### src/rtl/audio_out_stage_if.sv
// Output-side stream of the audio output stage: FIFO head, handshake and status.
// master = producer (audio_out_stage), slave = sample consumer.
interface audio_out_stage_if #(
    parameter int DEPTH = 4
);
    localparam int LW = $clog2(DEPTH) + 1;

    logic [15:0]   out_data;
    logic          out_valid;
    logic          out_ready;
    logic          overrun;
    logic [LW-1:0] level;

    modport master (
        output out_data,
        output out_valid,
        output overrun,
        output level,
        input  out_ready
    );

    modport slave (
        input  out_data,
        input  out_valid,
        input  overrun,
        input  level,
        output out_ready
    );
endinterface

### src/rtl/audio_out_stage.sv
// Audio output stage: 64-sample boxcar decimator, DC blocker, attenuation/mute
// and a small output FIFO with sticky overrun.
module audio_out_stage #(
    parameter int DEPTH    = 4,
    parameter int DC_SHIFT = 8
) (
    input  logic         clk,
    input  logic         rst,
    input  logic         clk_3MHz_en,
    input  logic         clk_48KHz_en,
    input  logic [15:0]  in,
    input  logic         mute,
    input  logic [3:0]   atten,
    audio_out_stage_if.master aout
);
    localparam int AW = $clog2(DEPTH);
    localparam int LW = AW + 1;

    logic [21:0]        acc;
    logic [6:0]         cnt;
    logic [15:0]        avg;
    logic               avg_valid;
    logic signed [16:0] x;
    logic               x_valid;
    logic signed [16:0] x_prev;
    logic signed [15:0] y_prev;

    logic signed [19:0] x_ext;
    logic signed [19:0] x_prev_ext;
    logic signed [19:0] y_prev_ext;
    logic signed [19:0] y_leak_ext;
    logic signed [19:0] y_full;
    logic signed [15:0] y_sat;
    logic signed [15:0] s;

    logic [15:0]   mem [DEPTH];
    logic [AW-1:0] wr_ptr;
    logic [AW-1:0] rd_ptr;
    logic [LW-1:0] level;
    logic          overrun;
    logic          full;
    logic          pop;
    logic          do_push;

    // Window accumulator; a strobe coincident with the tick opens the next window.
    // NOTE: sequential state uses non-blocking assignments so every register
    // samples pre-edge values regardless of block ordering.
    always_ff @(posedge clk or posedge rst) begin
        if (rst) begin
            acc       <= '0;
            cnt       <= '0;
            avg       <= '0;
            avg_valid <= 1'b0;
        end else begin
            avg_valid <= clk_48KHz_en;
            if (clk_48KHz_en) begin
                avg <= acc[21:6];
                if (clk_3MHz_en) begin
                    acc <= {6'd0, in};
                    cnt <= 7'd1;
                end else begin
                    acc <= '0;
                    cnt <= '0;
                end
            end else if (clk_3MHz_en && cnt != 7'd64) begin
                acc <= acc + {6'd0, in};
                cnt <= cnt + 7'd1;
            end
        end
    end

    always_ff @(posedge clk or posedge rst) begin
        if (rst) begin
            x       <= '0;
            x_valid <= 1'b0;
        end else begin
            x       <= $signed({1'b0, avg}) - 17'sd32768;
            x_valid <= avg_valid;
        end
    end

    // NOTE: every always_comb output gets a default first so no path infers a latch.
    always_comb begin
        x_ext      = x;
        x_prev_ext = x_prev;
        y_prev_ext = y_prev;
        y_leak_ext = y_prev >>> DC_SHIFT;
        y_full     = x_ext - x_prev_ext + y_prev_ext - y_leak_ext;
        y_sat      = y_full[15:0];
        if (y_full > 20'sd32767) begin
            y_sat = 16'sh7fff;
        end else if (y_full < -20'sd32768) begin
            y_sat = 16'sh8000;
        end
        s = mute ? 16'sd0 : (y_sat >>> atten);
    end

    always_ff @(posedge clk or posedge rst) begin
        if (rst) begin
            x_prev <= '0;
            y_prev <= '0;
        end else if (x_valid) begin
            x_prev <= x;
            y_prev <= y_sat;
        end
    end

    // A full FIFO still accepts a push when the head leaves in the same cycle.
    assign full    = (level == LW'(DEPTH));
    assign pop     = (level != '0) && aout.out_ready;
    assign do_push = x_valid && (!full || pop);

    // NOTE: sample storage carries no reset; level gates out_valid, so stale
    // entries are never presented as valid data.
    always_ff @(posedge clk) begin
        if (do_push) begin
            mem[wr_ptr] <= s;
        end
    end

    always_ff @(posedge clk or posedge rst) begin
        if (rst) begin
            wr_ptr  <= '0;
            rd_ptr  <= '0;
            level   <= '0;
            overrun <= 1'b0;
        end else begin
            if (do_push) begin
                wr_ptr <= wr_ptr + 1'b1;
            end
            if (pop) begin
                rd_ptr <= rd_ptr + 1'b1;
            end
            if (do_push && !pop) begin
                level <= level + 1'b1;
            end else if (pop && !do_push) begin
                level <= level - 1'b1;
            end
            if (x_valid && full && !pop) begin
                overrun <= 1'b1;
            end
        end
    end

    assign aout.out_data  = mem[rd_ptr];
    assign aout.out_valid = (level != '0);
    assign aout.level     = level;
    assign aout.overrun   = overrun;
endmodule
### src/flat_wrapper.sv
// flat-port wrapper written by rule: the top's interface ports become plain ports
module audio_out_stage_flat 
#(
    parameter int DEPTH    = 4,
    parameter int DC_SHIFT = 8
)
  (clk, rst, clk_3MHz_en, clk_48KHz_en, in, mute, atten, aout_out_data, aout_out_valid, aout_overrun, aout_level, aout_out_ready);
  audio_out_stage_if #(.DEPTH(DEPTH)) aout_i ();
  input  logic clk;
  input  logic rst;
  input  logic clk_3MHz_en;
  input  logic clk_48KHz_en;
  input  logic [15:0] in;
  input  logic mute;
  input  logic [3:0] atten;
  output wire logic [$bits(aout_i.out_data)-1:0] aout_out_data;
  output wire logic [$bits(aout_i.out_valid)-1:0] aout_out_valid;
  output wire logic [$bits(aout_i.overrun)-1:0] aout_overrun;
  output wire logic [$bits(aout_i.level)-1:0] aout_level;
  input wire logic [$bits(aout_i.out_ready)-1:0] aout_out_ready;
  assign aout_out_data = aout_i.out_data;
  assign aout_out_valid = aout_i.out_valid;
  assign aout_overrun = aout_i.overrun;
  assign aout_level = aout_i.level;
  assign aout_i.out_ready = aout_out_ready;
  audio_out_stage #(.DEPTH(DEPTH), .DC_SHIFT(DC_SHIFT)) u_core (.clk(clk), .rst(rst), .clk_3MHz_en(clk_3MHz_en), .clk_48KHz_en(clk_48KHz_en), .in(in), .mute(mute), .atten(atten), .aout(aout_i));
endmodule
### config.mk
export PLATFORM = sky130hd
export DESIGN_NAME = audio_out_stage_flat
export DESIGN_NICKNAME = d
export VERILOG_FILES = /design/src/rtl/audio_out_stage_if.sv /design/src/rtl/audio_out_stage.sv /design/src/flat_wrapper.sv
export SDC_FILE = /design/constraint.sdc
export NUM_CORES = 1
export LEC_CHECK = 0
export ABC_AREA = 1
export BUFFER_PORTS_ARGS = -buffer_cell sky130_fd_sc_hd__buf_2
export CORE_MARGIN = 2
export CORE_UTILIZATION = 57
export CTS_BUF_LIST = sky130_fd_sc_hd__clkbuf_16
export CTS_CLUSTER_DIAMETER = 80
export DETAILED_ROUTE_END_ITERATION = 10
export PLACE_DENSITY = 0.75
export SLEW_MARGIN = 20
export SYNTH_ARGS = -nofsm -noshare
export SYNTH_HDL_FRONTEND = slang
export SYNTH_SLANG_ARGS = --single-unit
### constraint.sdc
create_clock -name clk -period 6 [get_ports clk]
set_input_delay 1.5 -clock clk [delete_from_list [all_inputs] [get_ports clk]]
set_output_delay 1.5 -clock clk [all_outputs]
set_load 0.01 [all_outputs]
# Word level (Yosys, flattened, before mapping)
# Memory sizes are Yosys's and may differ from the RTL's.
# Index checks and enable logic that the tools add are counted.
[totals]
regBits = 105
ram_bits = 64
word_cells = 55
memories = 1
[op_classes]
n_addsub = 10
magnitude_cmp = 2
n_eq_ne = 2
n_shift = 1
mux = 13
n_reduce_logical = 14
[mem_list]
columns = ["name", "depth", "word_bits", "read_ports", "rd_ports_with_merged_regs", "wr", "line_no", "source"]
rows = [
  ["u_core.mem", 4, 16, 1, 0, 1, "audio_out_stage.sv:36", "logic [15:0] mem [DEPTH];"],
]
[ops]
columns = ["operator", "count"]
rows = [
  ["16-bit two-way mux", 4],
  ["22-bit two-way mux", 2],
  ["22-bit by 16-bit adder with 22-bit output", 1],
  ["20-bit by 16-bit > comparator with 1-bit output, second input constant", 1],
  ["20-bit by 16-bit less-than comparator with 1-bit output, second input constant", 1],
  ["20-bit by 8-bit subtractor with 20-bit output", 1],
  ["18-bit by 16-bit adder with 19-bit output", 1],
  ["17-bit by 17-bit subtractor with 18-bit output", 1],
  ["16-bit by 16-bit subtractor with 17-bit output, second input constant", 1],
  ["16-bit by 4-bit >>> shifter with 16-bit output", 1],
  ["7-bit two-way mux", 2],
  ["7-bit by 1-bit adder with 7-bit output, second input constant", 1],
  ["1-bit logical AND", 7],
  ["7-bit != test, second input constant", 1],
  ["3-bit two-way mux", 2],
  ["2-bit by 1-bit adder with 2-bit output, second input constant", 2],
  ["2-bit nonzero test", 2],
  ["3-bit by 1-bit adder with 3-bit output, second input constant", 1],
  ["3-bit equality test, second input constant", 1],
  ["1-bit logical NOT", 3],
  ["1-bit two-way mux", 3],
  ["3-bit nonzero test", 1],
  ["3-bit by 1-bit subtractor with 3-bit output, second input constant", 1],
  ["1-bit logical OR", 1],
]

# Longest topological paths before layout
[logic_depth]
word_depth = 8
depth_mapped = 37
mapped_depth_nobuf = 36

# Worst setup path after synthesis
# OpenSTA, ideal clock, no wires.
[synth_path]
path_kind = "reg2reg"
startpoint = "register u_core.y_prev[1]"
endpoint = "memory u_core.mem[0][0], data pin"
t_arrival_ps = 4685
setup_slack_ps = 1044
path_stages_with_launch = 30
n_path_buf = 1
synth_period_minus_slack_ps = 4956
cell_sequence = "dfrtp_1 > fa_1 > fa_1 > nand2_1 > nor3_1 > nor2_1 > o21ai_0 > a21boi_0 > o21ai_0 > a21boi_0 > nor2_1 > o21ai_0 > nand2_1 > xor2_1 > ha_1 > a21oi_1 > nor2_1 > nor3_1 > nand3_1 > nand2_1 > nand2_4 > inv_2 > nand2_4 > buf_6 > nand2_1 > nand3_1 > nand3_1 > nand3_1 > nand3_1 > o21ai_1"
[synth_via]
elab_chain_cells = 7
word_cells_on_any_way = 8
classes_between = "add/sub: 2; order compare: 2; shift: 1; mux: 3"
[synth_rtl]
columns = ["element", "line_no", "source"]
rows = [
  ["from (decl)", "audio_out_stage.sv:26", "logic signed [15:0] y_prev;"],
  ["from (signal assigned)", "audio_out_stage.sv:104", "y_prev <= y_sat;"],
  ["18-bit by 16-bit adder with 19-bit output *", "audio_out_stage.sv:88", "y_full = x_ext - x_prev_ext + y_prev_ext - y_leak_ext;"],
  ["20-bit by 8-bit subtractor with 20-bit output *", "audio_out_stage.sv:88", ""],
  ["20-bit by 16-bit less-than comparator with 1-bit output", "audio_out_stage.sv:92", "end else if (y_full < -20'sd32768) begin"],
  ["16-bit two-way mux", "audio_out_stage.sv:92", ""],
  ["16-bit two-way mux *", "audio_out_stage.sv:90", "if (y_full > 20'sd32767) begin"],
  ["16-bit by 4-bit >>> shifter with 16-bit output *", "audio_out_stage.sv:95", "s = mute ? 16'sd0 : (y_sat >>> atten);"],
  ["16-bit two-way mux *", "audio_out_stage.sv:95", ""],
  ["named net u_core.s[0]", "audio_out_stage.sv:34", "logic signed [15:0] s;"],
  ["to (decl)", "audio_out_stage.sv:36", ""],
]
# Mark *: on every way through the listed nets, which the timed path passes. The rest lies on a longest branch.

# Worst setup path after layout
[layout_path]
startpoint = "register u_core.y_prev[5]"
endpoint = "memory u_core.mem[1][11], data pin"
# Same word-level chain as after synthesis.

==> run summary <==
compound-gate portion of the synthesized area = 12.33%
layout cells sized above 1 = 8.178%
area grow syn2layout = 9.978%
Final Slew Violations = 0
synthesized area = 10170 sq um
post-synthesis xor/xnor area fraction = 2.756%
crit path kind = flip-flop to flip-flop
first-pass GRT wire length = 36090 um
Die H = 137.6 um
Achievable Freq = 0.1824 GHz
Netlist cell types = 41
Ant. Diodes = 0
vias in the first global route = 7680
Root Buffer = clkbuf_16
DIE AREA = 18930 sq um
top cell type's share of synthesized area = 25.34%
post-route cell area = 11180 sq um
MaxCap Viol Count = 0
largest family of logic cells by synthesized area = simple AND/OR/NAND/NOR gates
top cells by area, synth = dfrtp_1 (25%), edfxtp_1 (19%), nand2_1 (9.3%)
DR iter-0 viols = 594
Ports = 47
fin cells = 1509
row count = 48
area post-placement = 10590 sq um
Placer Congestion = 0.9359
CTS H-tree lvls = 4
synthesized flop and latch total = 167
Initial Util = 58.59%
RSZ-0062 raised after global routing = false
Data required, critical path = 6.21 ns
Async SR Flop Fraction = 61.68%
CTS max path bufs = 2
most common library cells after synthesis = nand2_1 (251), inv_1 (169), nand3_1 (120), nor2_1 (108), dfrtp_1 (103)
Crit path top cell by count = nand2_1
Worst-path clk slew = 0.07 ns
Via density = 5.429
final hold violations = 0
CP arrival = 5.69 ns
EDFF count, synth = 64
Synth Area in Adders = 11.12%
First-pass DRT Iterations = 5
status = complete, no violations
slowest CP cell = fa_1
initial antenna violation count = 0
sequential share of the synthesized area = 44.24%
# hold bufs at CTS = 0
Total Wirelength = 21240 um
Syn. warnings = 0
area leader, netlist = dfrtp_1
# DRC = 0
cells after synthesis = 1238
Total Nets Final = 1376
fin crit period = 5.481 ns
All-Layer GR Usage = 24.34%
Core ar. = 17360 sq um
Hold Path Class = flip-flop to flip-flop
Die Width = 137.6 um
TNS Setup = 0 ns
Worst setup EP type = flip-flop
Crit Path Max Fanout = 15
TritonCTS buffer count = 17
vias = 8193
WL/cell = 14.07 um
post-CTS setup repair buffer count = 0
clk sink count = 167
GRT overflow = 0
Slew @ Worst Pin = 0.9784 ns
fillers = 1474
placed cells = 1477
worst-skew pair later-pin latency = 0.44 ns
count leader, synth = nand2_1
worst rel slew slack = 34.70%
Synth Net Count = 1343
CTS tree = done
fin crit share = 91.36%
CP Launch Type = flip-flop
mux share of post-synthesis cell area = 0.1107%
Routed Antenna Nets = 0
largest net degree at the start of global routing = 63
CTS resizes = 0
post-synthesis simple-gate area fraction = 21.51%
top_reg_cell synth = dfrtp_1
Setup Skew = 0.01220 ns
Mean Syn Cell Area = 8.215 sq um
I/O Buffers = 46
dpl hpwl = 15300 um
Setup-failing EPs final = 0
slowest stage delay, CP = 0.52 ns
[cell type report]
type,instances,area (sq um),area share [%]
inverters,171,644.4,5.761
multi-input cells,862,4888,43.71
repair buffers,52,287.8,2.573
flip-flops and latches,167,4499,40.23
clock buffers,17,425.4,3.804
well taps,225,281.5,2.517
clock inverters,15,157.7,1.410
[cell usage in the layout (no fill, tap or decap), types with 3 or more instances in the layout]
| master | n |
|---|---|
| a31oi_1 | 19 |
| inv_8 | 4 |
| o21ai_1 | 10 |
| clkinv_8 | 3 |
| nor2_2 | 4 |
| o22ai_1 | 17 |
| buf_2 | 46 |
| o21bai_1 | 3 |
| xor2_1 | 21 |
| xnor2_1 | 11 |
| buf_4 | 5 |
| inv_1 | 168 |
| o21ai_0 | 81 |
| or2_2 | 4 |
| nand2_1 | 251 |
| a21oi_2 | 3 |
| nor2_1 | 104 |
| nand4_1 | 8 |
| dfrtp_1 | 103 |
| a21oi_1 | 90 |
| fa_1 | 19 |
| nor3_1 | 14 |
| edfxtp_1 | 64 |
| nand3_1 | 120 |
| inv_6 | 4 |
| clkbuf_16 | 17 |
| ha_1 | 60 |
[per-stage QoR]
stage | hold slack [ns] | setup WS [ns] | utilization, %
after floorplan | 0.3312 | 1.044 | -
after global placement | 0.3365 | 0.3892 | 60.99
after detailed placement | 0.3419 | 0.2973 | 60.99
after CTS | 0.3603 | 0.2831 | 64.35
after global routing | 0.3712 | 0.002050 | 64.44
final | 0.3567 | 0.5185 | 64.44
[cells by family (layout without fill, tap and decap cells)]
group | after synthesis | count (layout)
DFF | 167 | 167
xor gates and xnor gates | 32 | 32
AOI/OAI and AO/OA | 233 | 233
buffers and inverters | 209 | 255
and+or+nand+nor | 517 | 517
adders and majority gates | 79 | 79
muxes | 1 | 1
[registers in the layout, summed over array words and instances (netlist names)]
name	flops
u_core.avg	16
u_core.wr_ptr	2
u_core.x_valid	1
u_core.rd_ptr	2
u_core.cnt	7
u_core.acc	22
u_core.y_prev	16
u_core.aout.overrun	1
u_core.mem	64
u_core.avg_valid	1
u_core.x_prev	16
u_core.x	16
u_core.aout.level	3
[critical path: cells and delay by family (launching register included)]
kind | cells | cell delay [ns]
compound gates | 8 | 1.68
xor+xnor | 1 | 0.15
fa+ha+maj | 3 | 1.25
buf+inv | 3 | 0.17
flops | 1 | 0.35
simple gates | 14 | 1.67
[final timing paths]
check | slack, ns | to | from | depth (start not counted)
max in group asynchronous | 3.73 | u_core.acc[19] | rst | 3
min in group asynchronous | 1.10 | u_core.aout.level[0] | rst | 2
max | 0.52 | u_core.mem[1][11] | u_core.y_prev[5] | 29
min | 0.36 | u_core.x_valid | u_core.avg_valid | 0
min reg2reg | 0.36 | u_core.x_valid | u_core.avg_valid | 0
max reg2reg | 0.52 | u_core.mem[1][11] | u_core.y_prev[5] | 29
[layer usage]
layer / GRT usage, % / wire length [um] / up-vias / share of wire (%)
met5: 0 / 0 / - / 0
met4: 6.701 / 250 / 0 / 1.2
met3: 5.151 / 1142 / 22 / 5.4
met2: 39.52 / 9875 / 203 / 46
met1: 33.29 / 9970 / 3783 / 47
li1: - / - / 4185 / -
Power is not shown: default switching activity piles up to over one toggle a cycle in this logic, so the estimate is an artifact.
